[src/rtl/store_pkg.sv]
// Shared constants for the store path: region codes, store funct3 codes,
// UART TX state encoding and default MMIO addresses.
package store_pkg;

  localparam logic [3:0] REGION_DMEM   = 4'b0001;
  localparam logic [3:0] REGION_DMIMEM = 4'b0011;
  localparam logic [3:0] REGION_IMEM   = 4'b0010;
  localparam logic [3:0] REGION_BIOS   = 4'b0100;
  localparam logic [3:0] REGION_MMIO   = 4'b1000;

  localparam logic [2:0] F3_SB = 3'b000;
  localparam logic [2:0] F3_SH = 3'b001;
  localparam logic [2:0] F3_SW = 3'b010;

  typedef enum logic {
    UART_IDLE    = 1'b0,
    UART_TX_WAIT = 1'b1
  } uart_state_e;

  localparam logic [31:0] UART_TX_ADDR_DEF = 32'h8000_0008;
  localparam logic [31:0] CNT_RST_ADDR_DEF = 32'h8000_0018;

endpackage

[src/rtl/store_align.sv]
// Store lane alignment: funct3 and byte offset to byte mask and replicated
// lane data; also flags whether the access is naturally aligned.
module store_align
  import store_pkg::*;
(
  input  logic [2:0]  funct3,
  input  logic [1:0]  off,
  input  logic [31:0] data,
  output logic [3:0]  mask,
  output logic [31:0] lane_data,
  output logic        is_store,
  output logic        misaligned
);

  always_comb begin
    mask       = 4'b0000;
    lane_data  = 32'h0;
    is_store   = 1'b0;
    misaligned = 1'b0;
    case (funct3)
      F3_SB: begin
        mask      = 4'b0001 << off;
        lane_data = {4{data[7:0]}};
        is_store  = 1'b1;
      end
      F3_SH: begin
        // off[0] is ignored here; the top decides whether that traps
        mask       = 4'b0011 << {off[1], 1'b0};
        lane_data  = {2{data[15:0]}};
        is_store   = 1'b1;
        misaligned = off[0];
      end
      F3_SW: begin
        mask       = 4'b1111;
        lane_data  = data;
        is_store   = 1'b1;
        misaligned = |off;
      end
      default: ;
    endcase
  end

endmodule

[src/rtl/store_path_unit.sv]
// Store path: region decode, registered DMEM/IMEM byte writes, UART TX MMIO
// handshake with pipeline stall, and counter-reset pulse.
// Optional macro STORE_MISALIGN_TRAP_EN drops misaligned stores and sets a sticky flag.
module store_path_unit
  import store_pkg::*;
#(
  parameter int          DMEM_AW      = 14,
  parameter int          IMEM_AW      = 14,
  parameter logic [31:0] UART_TX_ADDR = UART_TX_ADDR_DEF,
  parameter logic [31:0] CNT_RST_ADDR = CNT_RST_ADDR_DEF
) (
  input  logic               clk,
  input  logic               rst_n,
  input  logic               st_valid,
  input  logic [2:0]         st_funct3,
  input  logic [31:0]        st_addr,
  input  logic [31:0]        st_data,
  input  logic               pc30,
  output logic               st_stall,
  output logic [3:0]         dmem_we,
  output logic [DMEM_AW-1:0] dmem_addr,
  output logic [31:0]        dmem_din,
  output logic [3:0]         imem_we,
  output logic [IMEM_AW-1:0] imem_addr,
  output logic [31:0]        imem_din,
  output logic               uart_tx_valid,
  output logic [7:0]         uart_tx_data,
  input  logic               uart_tx_ready,
  output logic               cnt_rst,
  output logic               misalign_err
);

  uart_state_e state, state_next;

  logic [3:0]  mask;
  logic [31:0] lane_data;
  logic        is_store;
  logic        misaligned;
  logic        trap;
  logic        accept;
  logic [3:0]  region;
  logic        dmem_hit;
  logic        imem_hit;
  logic        uart_hit;
  logic        cnt_hit;

  store_align u_align (
    .funct3     (st_funct3),
    .off        (st_addr[1:0]),
    .data       (st_data),
    .mask       (mask),
    .lane_data  (lane_data),
    .is_store   (is_store),
    .misaligned (misaligned)
  );

  assign st_stall = st_valid && (state == UART_TX_WAIT);

`ifdef STORE_MISALIGN_TRAP_EN
  assign trap = misaligned;

  always_ff @(posedge clk) begin
    if (!rst_n)
      misalign_err <= 1'b0;
    else if (st_valid && !st_stall && is_store && misaligned)
      misalign_err <= 1'b1;
  end
`else
  logic unused_misaligned;
  assign unused_misaligned = misaligned;
  assign trap              = 1'b0;
  assign misalign_err      = 1'b0;
`endif

  assign accept   = st_valid && !st_stall && is_store && !trap;
  assign region   = st_addr[31:28];
  assign dmem_hit = accept && ((region == REGION_DMEM) || (region == REGION_DMIMEM));
  // IMEM is writable only while running from BIOS
  assign imem_hit = accept && pc30 && ((region == REGION_IMEM) || (region == REGION_DMIMEM));
  assign uart_hit = accept && (st_addr == UART_TX_ADDR);
  assign cnt_hit  = accept && (st_addr == CNT_RST_ADDR);

  always_ff @(posedge clk) begin
    if (!rst_n)
      state <= UART_IDLE;
    else
      state <= state_next;
  end

  always_comb begin
    state_next = state;
    case (state)
      UART_IDLE:    if (uart_hit)      state_next = UART_TX_WAIT;
      UART_TX_WAIT: if (uart_tx_ready) state_next = UART_IDLE;
    endcase
  end

  assign uart_tx_valid = (state == UART_TX_WAIT);

  always_ff @(posedge clk) begin
    if (!rst_n) begin
      dmem_we      <= 4'b0000;
      dmem_addr    <= '0;
      dmem_din     <= 32'h0;
      imem_we      <= 4'b0000;
      imem_addr    <= '0;
      imem_din     <= 32'h0;
      uart_tx_data <= 8'h00;
      cnt_rst      <= 1'b0;
    end else begin
      dmem_we <= dmem_hit ? mask : 4'b0000;
      imem_we <= imem_hit ? mask : 4'b0000;
      cnt_rst <= cnt_hit;
      if (dmem_hit) begin
        dmem_addr <= st_addr[DMEM_AW+1:2];
        dmem_din  <= lane_data;
      end
      if (imem_hit) begin
        imem_addr <= st_addr[IMEM_AW+1:2];
        imem_din  <= lane_data;
      end
      if (uart_hit)
        uart_tx_data <= st_data[7:0];
    end
  end

endmodule

[config.mk]
export PLATFORM = sky130hd
export DESIGN_NAME = store_path_unit
export DESIGN_NICKNAME = d
export VERILOG_FILES = /design/src/rtl/store_pkg.sv /design/src/rtl/store_align.sv /design/src/rtl/store_path_unit.sv
export SDC_FILE = /design/constraint.sdc
export NUM_CORES = 1
export LEC_CHECK = 0
export CAP_MARGIN = 20
export CORE_UTILIZATION = 50
export CTS_BUF_LIST = sky130_fd_sc_hd__clkbuf_2
export CTS_CLUSTER_DIAMETER = 40
export DETAILED_ROUTE_END_ITERATION = 10
export DONT_BUFFER_PORTS = 1
export PLACE_DENSITY_LB_ADDON = 0.15
export SETUP_SLACK_MARGIN = 0.3
export SLEW_MARGIN = 5
export SYNTH_ARGS = -nofsm -noshare
export SYNTH_HDL_FRONTEND = slang
export SYNTH_SLANG_ARGS = --single-unit
[constraint.sdc]
create_clock -name clk -period 1.3 [get_ports clk]
set_input_delay 0 -clock clk [delete_from_list [all_inputs] [get_ports clk]]
set_output_delay 0 -clock clk [all_outputs]
set_load 0.05 [all_outputs]
Word-level counts from Yosys, hierarchy flattened
Cells that the tools add are included.
{"block": "op_classes", "addsub": 0, "multipliers": 0, "div": 0, "n_lt_le_gt_ge": 0, "eq_ne": 7, "shifts": 2, "n_mux": 6, "n_bitwise": 1, "n_reduce_logical": 15}
{"cell": "one-hot mux 32 bit (3 select lines)", "count": 1}
{"cell": "== test 32 bit, second input constant", "count": 2}
{"cell": "one-hot mux 4 bit (3 select lines)", "count": 1}
{"cell": "== test 4 x 2 -> 1 bit, second input constant", "count": 2}
{"cell": "logical AND 1 bit", "count": 8}
{"cell": "== test 4 x 1 -> 1 bit, second input constant", "count": 1}
{"cell": "AND reduction 2 bit", "count": 2}
{"cell": "left shift 1 x 2 -> 4 bit, first input constant", "count": 1}
{"cell": "left shift 2 x 2 -> 4 bit, first input constant", "count": 1}
{"cell": "== test 3 x 1 -> 1 bit, second input constant", "count": 1}
{"cell": "== test 3 x 2 -> 1 bit, second input constant", "count": 1}
{"cell": "logical NOT 3 bit", "count": 1}
{"cell": "2-to-1 mux 1 bit", "count": 3}
{"cell": "OR reduction 3 bit", "count": 1}
{"cell": "logical OR 1 bit", "count": 2}
{"cell": "one-hot mux 1 bit (2 select lines)", "count": 1}
{"cell": "logical NOT 1 bit", "count": 1}
{"cell": "NOT 1 bit", "count": 1}
{"block": "word_totals", "register_bits": 110, "latchBits": 0, "ramBits": 0, "rom_bits": 0, "elab_cells": 40, "memories": 0}

Depth between registers and ports, before layout
Gate-level depths: netlist of the first run.
{"block": "logic_depth", "word_depth": 7, "ltp_mapped": 6, "ltp_nobuf": 4}

Modules after synthesis
A second synthesis of the first run with hierarchy kept.
{"block": "hier_totals", "hier_cells": 582, "area_unflattened_um2": 4694.5}
{"mod": "store_path_unit", "n_inst": 1, "cells_per_inst": 481, "area_per_inst_um2": 4140.2, "seq_area_each_um2": 2202.1}
{"mod": "store_align", "n_inst": 1, "cells_per_inst": 101, "area_per_inst_um2": 554.3, "seq_area_each_um2": 0.0}

Worst setup path after synthesis of the first run
OpenSTA, ideal clock, no wires.
{"block": "synth_path", "path_kind": "register to register", "from": "register state (netlist: uart_tx_valid)", "to": "register uart_tx_data[0]", "setup_time_ns": 0.072, "arrival_ns": 1.582, "slack_ns": -0.353, "path_stages_with_launch": 6, "period_less_slack_ns": 1.653, "cell_sequence": "dfxtp_1 > nor3b_2 > nand4_1 > nor4_1 > buf_4 > mux2i_1"}
{"block": "synth_via", "elab_chain_len": 5}
{"element": "start: declaration", "line": "store_path_unit.sv:33", "source": "uart_state_e state, state_next;"}
{"element": "start signal: assignment", "line": "store_path_unit.sv:87", "source": "state <= state_next;"}
{"element": "logical AND 1 bit", "line": "store_path_unit.sv:57", "source": "assign st_stall = st_valid && (state == UART_TX_WAIT);"}
{"element": "logical NOT 1 bit", "line": "store_path_unit.sv:75", "source": "assign accept = st_valid && !st_stall && is_store && !trap;"}
{"element": "logical AND 1 bit (2 in series)", "line": "store_path_unit.sv:75"}
{"element": "logical AND 1 bit", "line": "store_path_unit.sv:80", "source": "assign uart_hit = accept && (st_addr == UART_TX_ADDR);"}
{"element": "end signal: assignment", "line": "store_path_unit.sv:123", "source": "uart_tx_data <= st_data[7:0];"}
{"element": "end: declaration", "line": "store_path_unit.sv:27", "source": "output logic [7:0] uart_tx_data,"}
No other way between the ends.
A chain may end at the register's enable or synchronous reset.

Final worst setup path of the first run
{"block": "layout_path", "from": "register state (netlist: uart_tx_valid)", "to": "register imem_din[2]"}
{"block": "layout_via", "elab_chain_len": 6}
{"element": "logical AND 1 bit", "line": "store_path_unit.sv:57"}
{"element": "logical NOT 1 bit", "line": "store_path_unit.sv:75"}
{"element": "logical AND 1 bit (2 in series)", "line": "store_path_unit.sv:75"}
{"element": "logical AND 1 bit (2 in series)", "line": "store_path_unit.sv:79", "source": "assign imem_hit = accept && pc30 && ((region == REGION_IMEM) || (region == REGION_DMIMEM));"}
{"element": "end signal: assignment", "line": "store_path_unit.sv:120", "source": "imem_din <= lane_data;"}
{"element": "end: declaration", "line": "store_path_unit.sv:25", "source": "output logic [31:0] imem_din,"}
No other way between the ends.

==> results of run 1 <==
==> final timing paths <==
kind,start,to,slack (ps),cells past startpoint
worst max-delay path,uart_tx_valid,imem_din[2],-720,8
worst min-delay path,rst_n,uart_tx_valid,-580,1
worst max register to register,uart_tx_valid,imem_din[2],-720,8
worst min register to register,dmem_din[10],dmem_din[10],500,2
==> report_power, final <==
part	switching (W)	leakage [nW]	internal, W
Sequential	0.0000226	0.950	0.00335
Clock	0.00133	0.0717	0.000469
Combinational	0.000408	2.46	0.000330
==> logic make-up after synthesis <==
| kind of cell | after synthesis | synth area share [%] |
|---|---|---|
| AND/OR/NAND/NOR | 254 | 25.7 |
| flip-flops | 110 | 46.8 |
| buffers and inverters | 44 | 4.55 |
| multiplexers | 16 | 3.41 |
| AO/OA/AOI/OAI | 123 | 19.5 |
| other | 1 | 0.0798 |
==> metrics by stage <==
stage	TNS, ps	util [%]	setup slack [ps]	total power [W]
final	-60130	96.8	-717	0.00591
after global routing	-71220	96.8	-907	0.00605
after CTS	-21950	82.0	-272	0.00559
after detailed placement	-8350	61.2	-189	0.00383
after global placement	-4270	61.2	-145	0.00382
after floorplan	-11960	-	-166	0.00382
==> final cells by class <==
class / instances / area, µm² / share of cell area [%]
Sequential cell: 110 / 2400 / 27.1
Tap cell: 111 / 139 / 1.57
Timing Repair Buffer: 230 / 3140 / 35.4
Antenna cell: 1 / 2.50 / 0.0282
Clock inverter: 6 / 70.1 / 0.791
Multi-Input combinational cell: 394 / 3060 / 34.5
Clock buffer: 10 / 50.0 / 0.565
==> per-layer routing <==
layer / up-vias / wire [µm]
met1: 2747 / 8140
met5: - / 0
met4: 0 / 3080
met2: 634 / 12100
met3: 279 / 3550
li1: 2265 / -
==> placed cells by master (no fill, tap or decap), drive strengths merged, types with 6 or more instances in the layout <==
cell type    synthesis  layout
nor4                 6       6
mux2i               16      16
nand2b               9       9
a21oi               10      10
nand2              172     172
dfxtp              110     110
o2bb2ai             16      16
nand3b              40      40
dlygate4sd3          0      27
buf                 25     198
clkbuf              19      14
nor2                 8       8
a21boi              92      92
==> flip-flops by register name, summed over array words and instances, names as in the netlist <==
signal / flops
imem_addr: 14
uart_tx_data: 8
imem_we: 4
dmem_we: 4
uart_tx_valid: 1
cnt_rst: 1
dmem_addr: 14
dmem_din: 32
imem_din: 32
==> worst register-to-register path, stage by stage, from the launching register on <==
cell	delay, ps
dfxtp_4	450
nor3b_4	350
buf_4	190
nand4b_1	240
buf_6	250
buf_12	140
buf_16	150
nand2_2	90
a21boi_1	80
==> timing repair <==
| item | CTS | global route |
|---|---|---|
| hold buffers | 25 | 3 |
| gates cloned | 16 | 6 |
| buffers inserted | 28 | 35 |
| pin swaps | 36 | 96 |
| endpoints found under the hold margin | 110 | 110 |
| endpoints found under the setup margin | 221 | 221 |
| resized for setup | 334 | 260 |
==> impl_results.md, run 1 <==
* Clock Skews at 68.8 ps
* # placed instances at between 700 and 800
* Die height at 99.0 µm
* Yosys top cell by area: dfxtp_1
* Worst EP arrival at around 2600 ps
* Die width at 99.0 µm
* First-pass GRT wire length at 26,400 µm
* Post-DP Area at 0.00560 mm²
* Crit. End Element: register
* All-Layer GR Usage at 35.8%
* GRT busiest layer: met2
* Leak Pwr at about 3.5 nW
* Final Hold Fails at 110
* Async set or reset register ratio after synthesis at 0%
* Share of the synthesized area in the top cell type at 46.8%
* Post-synth cell types at 28
* CTS HTree Levels at 3
* Worst-margin pin slew at 645 ps
* RSZ-0062 raised after global routing: true
* Avg WL per Cell at roughly 31 µm
* DRC marker count from the first detailed-route iteration at about 670
* Max VDD drop at slightly above 0.8 mV
* Fillers at 153
* Power per standard cell area at ~670 mW/mm²
* Met1 usage at about two fifths
* Gate Count Post-Synth at roughly 550
* I/O pin cnt at between 150 and 200
* Failing checks: negative hold slack, negative setup slack
* Pin count of the biggest net entering global routing at ~110
* Fraction of layout cells with a size suffix above 1 at between 60% and 70%
* Finished Cell Area at around 0.0089 mm²
* Total number of yosys warnings at 0
* Slew Limit Fails at 0
* DR vias at 5,925
* # rows at 35
* Largest delay share family, worst path: buffers and inverters
* Post-route ant nets at 0
* Global routing met2 resource utilization at roughly 64%
* Sequential share of the synthesized area at 46.8%
* Top post-synthesis cells by area: dfxtp_1 (47%), nand2_1 (14%), a21boi_1 (9.6%)
* Status: finished with violations
* Highest clock rate at about 500 MHz
* Hpwl dp at 9130 µm
* Mapped Area at roughly 0.0047 mm²
* Initial antenna violation count at 0
* DRT Wirelength at ~27,000 µm
* Hold Crit Class: in -> reg
* CP Cell Sequence: nor3b_4 > buf_4 > nand4b_1 > buf_6 > buf_12 > buf_16 > nand2_2 > a21boi_1
* CP max FO at 5
* NumNets Final at slightly above 800
* Yosys reg bits at 110
* Initial Util at 51.4%
* Gr ovfl total at 0
* Worst setup SP type: register
* Total core area at just over 0.009 mm²
* Setup CP Type: reg -> reg
* Worst hold slack at -581 ps
* Critical path's largest stage delay at ~450 ps
* Ys flop type: dfxtp_1
* Max stage delay cell, worst path: dfxtp_4
* CTS clk-pin slew, worst paths at 370 ps
* Clock buffer depth at 2
* Post-synth top cells: nand2_1 (172), dfxtp_1 (110), a21boi_1 (60)
* Finish-stage setup viols at approximately 110
* Worst Path Required at 1890 ps
* Vias per inst at 6.87
* Mean area per synthesized cell at 8.58 µm²
* Area growth from synthesis to layout at 88.4%
* Most common cell in the netlist: nand2_1
* Period utilization at 155%
* Synth Net Count at between 600 and 700
* Vias in the first global route at about 4.8k
* Met3 capacity usage during global routing at under 10%
* CTS tree: built
* Number of synthesized flops with an enable pin at 0
* Worst-Skew Late Latency at between 600 and 700 ps
* # port buffers at 0
* First-pass DRT Iterations at 6
* Final setup margin at -717 ps
* Gpl congestion at roughly 0.85
* Final Non-Filler Cells at between 800 and 900
* Max-cap violations at 0
* Root Buffer Master: clkbuf_2
* Clock Sinks at 110
* CTS buffer count at 9
* Period minus WS final at between 2000 and 2500 ps
* Slew HR at between 50% and 60%
* Full die area at 0.00980 mm²
* DRC Markers at 0
* Crit path buffers/inverters at 4
No activity file was read; power rests on OpenSTA's default activity.
==> run 2, diff against run 1 <==
==> constraint.sdc (replaced) <==
create_clock -name clk -period 1.95 [get_ports clk]
set_input_delay 0 -clock clk [delete_from_list [all_inputs] [get_ports clk]]
set_output_delay 0 -clock clk [all_outputs]
set_load 0.02 [all_outputs]
==> run 2 against run 1 <==
  * Clock skew fell by 40 ps
  * Critical path depth fell by 1
  * Largest power group unchanged
  * The flow finishes with violations (negative hold slack)
  * Total power fell by 38%
  * Critical path type is now in -> reg
  * Clock power is 47% lower
  * Via count down 30%
  * Core utilization shrank 34 points
  * Final area shrank 35%
==> impl_results.md, run 2 (same netlist as run 1, synthesis figures left out) <==
* Full die area at 0.00980 mm² (unchanged)
* First-pass DRT Iterations at 4 (was 6)
* RSZ-0062 raised after global routing: true (unchanged)
* Clock Sinks at 110 (unchanged)
* Gr ovfl total at 0 (unchanged)
* Clock Skews at 28.8 ps (was 68.8 ps)
* CTS buffer count at 9 (unchanged)
* Setup TNS Final at 0 ps (was -60,130 ps)
* Initial Util at 51.4% (unchanged)
* # port buffers at 0 (unchanged)
* Avg WL per Cell at 19.0 µm (was 31.2 µm)
* FF/Latch Area at 0.00220 mm² (was 0.00240 mm²)
* # rows at 35 (unchanged)
* Vias in the first global route at 3,853 (was 4,795)
* DRT Wirelength at 13,800 µm (was 26,900 µm)
* Worst-Skew Late Latency at 550 ps (was 670 ps)
* Post-DP Area at 0.00473 mm² (was 0.00560 mm²)
* Area of the multi-input gates at 0.00233 mm² (was 0.00306 mm²)
* Post-route ant nets at 0 (unchanged)
* CTS tree: built (unchanged)
* Slew Limit Fails at 0 (unchanged)
* Area growth from synthesis to layout at 22.1% (was 88.4%)
* Worst EP arrival at 2110 ps (was 2610 ps)
* Total core area at 0.00915 mm² (unchanged)
* Die height at 99.0 µm (unchanged)
* CTS HTree Levels at 3 (unchanged)
* Total Power at 0.00366 W (was 0.00591 W)
* Final Hold Fails at 8 (was 110)
* Period minus WS final at 1590 ps
* Status: finished with violations (unchanged)
* Net Switching at 0.000990 W (was 0.00176 W)
* Hpwl dp at 8650 µm (was 9130 µm)
* Hold Crit Class: in -> reg (unchanged)
* Worst hold slack at -250 ps (was -581 ps)
* Clock buffer depth at 2 (unchanged)
* Setup CP Type: in -> reg (was reg -> reg)
* Finished Cell Area at 0.00574 mm² (was 0.00886 mm²)
* Die width at 99.0 µm (unchanged)
* Flop pwr share at 62.7% (was 57.0%)
* Most common cell after layout, fill and taps aside: nand2_1 (was buf_8)
* DRC Markers at 0 (unchanged)
* I/O pin cnt at 184 (unchanged)
* Util after Layout at 62.7% (was 96.8%)
* P_int at 0.00267 W (was 0.00415 W)
* Sw frac at 27.1% (was 29.8%)
* CP max FO at 2 (was 5)
* Vias per inst at 5.72 (was 6.87)
* DR vias at 4,134 (was 5,925)
* CTS clk-pin slew, worst paths at 300 ps (was 370 ps)
* Failing checks: negative hold slack (was negative hold slack, negative setup slack)
* Diode count at 0 (was 1)
* Most frequent cells in the layout: nand2_1 (171), dfxtp_1 (109), dlygate4sd3_1 (72), a21boi_1 (65), nand3b_1 (40) (was buf_8 (100), dfxtp_2 (81), nand2_1 (73), buf_4 (57), nand2_4 (53))
* NumNets Final at 679 (was 817)
* Power share of the combinational group at 11.3% (was 12.5%)
* Gpl congestion at 0.819 (was 0.846)
* Worst-margin pin slew at 1090 ps (was 645 ps)
* DRC marker count from the first detailed-route iteration at 231 (was 666)
* Worst setup SP type: input pin (was register)
* Period utilization at between 80 and 90%
* Power per standard cell area at 637 mW/mm² (was 667 mW/mm²)
* Initial antenna violation count at 0 (unchanged)
* Pin count of the biggest net entering global routing at 113 (unchanged)
* Finish-stage setup viols at 0 (was 114)
* Worst Path Required at 2480 ps (was 1890 ps)
* Root Buffer Master: clkbuf_2 (unchanged)
* Clock share of power at 26.0% (was 30.5%)
* Max VDD drop at 0.479 mV (was 0.825 mV)
* First-pass GRT wire length at 21,200 µm (was 26,400 µm)
* Largest regs: dmem_din (32), imem_din (32) (unchanged)
* All-Layer GR Usage at 27.8% (was 35.8%)
* Leak Pwr at 1.93 nW (was 3.49 nW)
* Fillers at 800 (was 153)
* Max-cap violations at 0 (unchanged)
* Highest clock rate at 629 MHz
* Crit. End Element: register (unchanged)
* Slew HR at 27.2% (was 56.5%)
* Fraction of layout cells with a size suffix above 1 at 7.19% (was 64.1%)
==> run 2: per-stage QoR <==
step	setup slack, ps	instances
after floorplan	442	548
after global placement	320	626
after detailed placement	241	626
after CTS	269	714
after global routing	281	723
final	360	723
==> run 2: power groups by stage <==
stage	logic [W]	registers (W)	clock network, W
2_1_floorplan	0.000189	0.00233	0
5_1_grt	0.000442	0.00230	0.00109
3_3_place_gp	0.000168	0.00233	0
3_5_place_dp	0.000170	0.00233	0
6_report	0.000414	0.00229	0.000952
4_1_cts	0.000389	0.00229	0.000997
==> run 2: final timing paths <==
path,startpoint,end,slack [ps],cells after the start
max,st_data[19],imem_din[19],360,7
min,st_addr[29],cnt_rst,-250,3
max reg2reg,uart_tx_valid,dmem_din[27],360,6
min reg2reg,dmem_addr[3],dmem_addr[3],570,2
==> run 2: routing by layer <==
metal / vias up / GRT usage (%) / wire length [µm]
met5: - / 0 / 0
li1: 1976 / - / -
met4: 0 / 9.07 / 315
met2: 173 / 44.4 / 6550
met3: 25 / 7.02 / 1160
met1: 1960 / 36.9 / 5740
==> run 2: area by class of cell <==
class	count	area share, %
well taps	111	2.42
multi-input cells	394	40.6
clock inverters	7	0.981
repair buffers	92	16.8
flip-flops and latches	110	38.4
clock buffers	9	0.785
==> run 2: timing repair <==
item	4_1_cts	5_1_grt
cloned	1	0
gates resized for setup	6	18
buffers inserted	1	2
hold buffers	70	6
endpoints found under the setup margin	13	50
endpoints found under the hold margin	110	56
pin swaps	3	3
==> run 2: critical path, stage by stage <==
cell and delay, ps:
dlygate4sd3_1 540, nand3b_1 70, dlygate4sd3_1 560, a21oi_1 160
dlygate4sd3_1 600, nand2_1 60, a21boi_1 110
==> run 3, diff against run 2 <==
Clock period 1.95 ns to 1.7 ns, I/O delays scaled along.
==> run 3 against run 2 <==
  * The run ends with negative setup slack left
  * Wire length rose by 7.9%
  * Non-clock buffer count up 31
  * Via count is 4.8% higher
  * Total power grew 18%
  * Largest power group unchanged
==> impl_results.md, run 3 (same netlist as run 1, synthesis figures left out) <==
* Most common cell after layout, fill and taps aside: nand2_1 (unchanged)
* Worst hold endpoint: uart_tx_data[1] (was cnt_rst)
* Finish-stage setup viols at 1 (was 0)
* Vias in the first global route at 4,285 (was 3,853)
* CTS tree: built (unchanged)
* All-Layer GR Usage at 28.8% (was 27.8%)
* FF/Latch Area at 0.00221 mm² (was 0.00220 mm²)
* I/O pin cnt at 184 (unchanged)
* Hold Crit Class: in -> reg (unchanged)
* Worst Path Required at 2200 ps (was 2480 ps)
* # port buffers at 0 (unchanged)
* Vias per inst at 5.75 (was 5.72)
* Hold path start: rst_n (was st_addr[29])
* Area growth from synthesis to layout at 35.7% (was 22.1%)
* Post-DP Area at 0.00476 mm² (was 0.00473 mm²)
* Post-route ant nets at 0 (unchanged)
* Status: finished with violations (unchanged)
* Initial antenna violation count at 0 (unchanged)
* DRC marker count from the first detailed-route iteration at 257 (was 231)
* Final Hold Fails at 0 (was 8)
* Worst hold slack at 52.4 ps (was -250 ps)
* Initial Util at 51.4% (unchanged)
* Max stage delay cell, worst path: dfxtp_4 (was dlygate4sd3_1)
* CTS clk-pin slew, worst paths at 330 ps (was 300 ps)
* Met3 capacity usage during global routing at 6.88% (was 7.02%)
* Clock Sinks at 110 (unchanged)
* Gr ovfl total at 0 (unchanged)
* Critical path's largest stage delay at 460 ps (was 600 ps)
* Fillers at 741 (was 800)
* Period minus WS final at between 1500 and 2000 ps
* Flop2flop setup slack at -0.05 ps (was 360 ps)
* CP max FO at 8 (was 2)
* Fraction of layout cells with a size suffix above 1 at 16.2% (was 7.19%)
* Slew Limit Fails at 0 (unchanged)
* Full die area at 0.00980 mm² (unchanged)
* Crit Reg-Reg Startpoint: uart_tx_valid (unchanged)
* Final setup margin at -0.0493 ps (was 360 ps)
* Worst EP arrival at 2200 ps (was 2110 ps)
* First-pass GRT wire length at 22,200 µm (was 21,200 µm)
* DRT Wirelength at 14,800 µm (was 13,800 µm)
* Gpl congestion at 0.784 (was 0.819)
* CTS buffer count at 9 (unchanged)
* Crit path buffers/inverters at 2 (was 3)
* CP Cell Sequence: nor3b_4 > buf_4 > and4b_4 > buf_12 > nand2_1 > nor2_1 (was dlygate4sd3_1 > nand3b_1 > dlygate4sd3_1 > a21oi_1 > dlygate4sd3_1 > nand2_1 > a21boi_1)
* Worst Hold Path Cells at 3 (unchanged)
* Max-cap violations at 0 (unchanged)
* Area of the multi-input gates at 0.00255 mm² (was 0.00233 mm²)
* Max VDD drop at 0.403 mV (was 0.479 mV)
* Global routing met2 resource utilization at 48.5% (was 44.4%)
* Finished Cell Area at 0.00638 mm² (was 0.00574 mm²)
* Stages on worst setup path at 6 (was 7)
* Setup CP Type: reg -> reg (was in -> reg)
* Pin count of the biggest net entering global routing at 109 (was 113)
* Highest clock rate at between 500 and 600 MHz
* Util after Layout at 69.7% (was 62.7%)
* RSZ-0062 raised after global routing: true (unchanged)
* NumNets Final at 710 (was 679)
* Root Buffer Master: clkbuf_2 (unchanged)
* R2R Path End: imem_we[1] (was dmem_din[27])
* Period utilization at 100%
* R2R depth at 6 (unchanged)
* Largest delay share family, worst path: simple AND/OR/NAND/NOR gates (was buffers and inverters)
* Total Power at 0.00432 W (was 0.00366 W)
* Crit. End Element: register (unchanged)
* CTS HTree Levels at 3 (unchanged)
* Hpwl dp at 8680 µm (was 8650 µm)
* Largest regs: dmem_din (32), imem_din (32) (unchanged)
* Worst-Skew Late Latency at 570 ps (was 550 ps)
* Die height at 99.0 µm (unchanged)
* Most frequent cells in the layout: nand2_1 (142), dfxtp_1 (109), dlygate4sd3_1 (92), a21boi_1 (74), nand3b_1 (40) (was nand2_1 (171), dfxtp_1 (109), dlygate4sd3_1 (72), a21boi_1 (65), nand3b_1 (40))
* DR vias at 4,333 (was 4,134)
* # rows at 35 (unchanged)
* DRC Markers at 0 (unchanged)
* Failing checks: negative setup slack (was negative hold slack)
* GRT busiest layer: met2 (unchanged)
* Worst setup SP type: register (was input pin)
* Clock Skews at 39.8 ps (was 28.8 ps)
* Avg WL per Cell at 19.7 µm (was 19.0 µm)
* Power per standard cell area at 677 mW/mm² (was 637 mW/mm²)
* Diode count at 0 (unchanged)
* Total core area at 0.00915 mm² (unchanged)
* Leak Pwr at 2.24 nW (was 1.93 nW)
* First-pass DRT Iterations at 5 (was 4)
* Met1 usage at 36.0% (was 36.9%)
* Die width at 99.0 µm (unchanged)
* Clock buffer depth at 2 (unchanged)
[run 3: area by class of cell]
cell class,instances,share of cell area (%)
flip-flops and latches,110,34.6
clock inverters,7,1.02
clock buffers,9,0.706
multi-input cells,394,39.9
repair buffers,123,21.6
well taps,111,2.18
[run 3: where the power goes]
group | switching, W | total (W) | internal [W]
Sequential | 0.0000253 | 0.00263 | 0.00260
Clock | 0.000918 | 0.00115 | 0.000233
Combinational | 0.000238 | 0.000536 | 0.000298
[run 3: repair_timing]
action                                 CTS  global route
pin swaps                                2            17
hold buffers                            87             8
setup endpoints to repair              107           110
endpoints found under the hold margin  110            10
gates resized for setup                 31            88
cloned                                   2             4
setup buffers                            6             3
[run 3: stage by stage]
stage          setup slack, ps  setup TNS (ps)  cells
2_1_floorplan              279               0    548
3_3_place_gp               163               0    628
3_5_place_dp              61.2               0    628
4_1_cts                   30.2               0    739
5_1_grt                  -60.9            -587    754
6_report               -0.0493         -0.0493    754
[run 3: worst reg2reg max path: stages (launching register included)]
cell     delay, ps
dfxtp_4        460
nor3b_4        240
buf_4          150
and4b_4        350
buf_12         160
nand2_1        120
nor2_1         160
[run 3: metal layers]
layer | up-vias | wire, µm
met2 | 177 | 7210
met1 | 2092 | 6040
met4 | 0 | 421
met5 | - | 0
li1 | 2033 | -
met3 | 31 | 1170
[run 3: worst max path at each step]
stage,from,endpoint,slack (ps)
after floorplan,uart_tx_valid,uart_tx_data[0],280
after global placement,uart_tx_valid,uart_tx_data[1],160
after detailed placement,uart_tx_valid,uart_tx_data[5],60
after CTS,uart_tx_valid,imem_we[2],30
after global routing,uart_tx_valid,imem_we[2],-60
final,uart_tx_valid,imem_we[1],-0.05
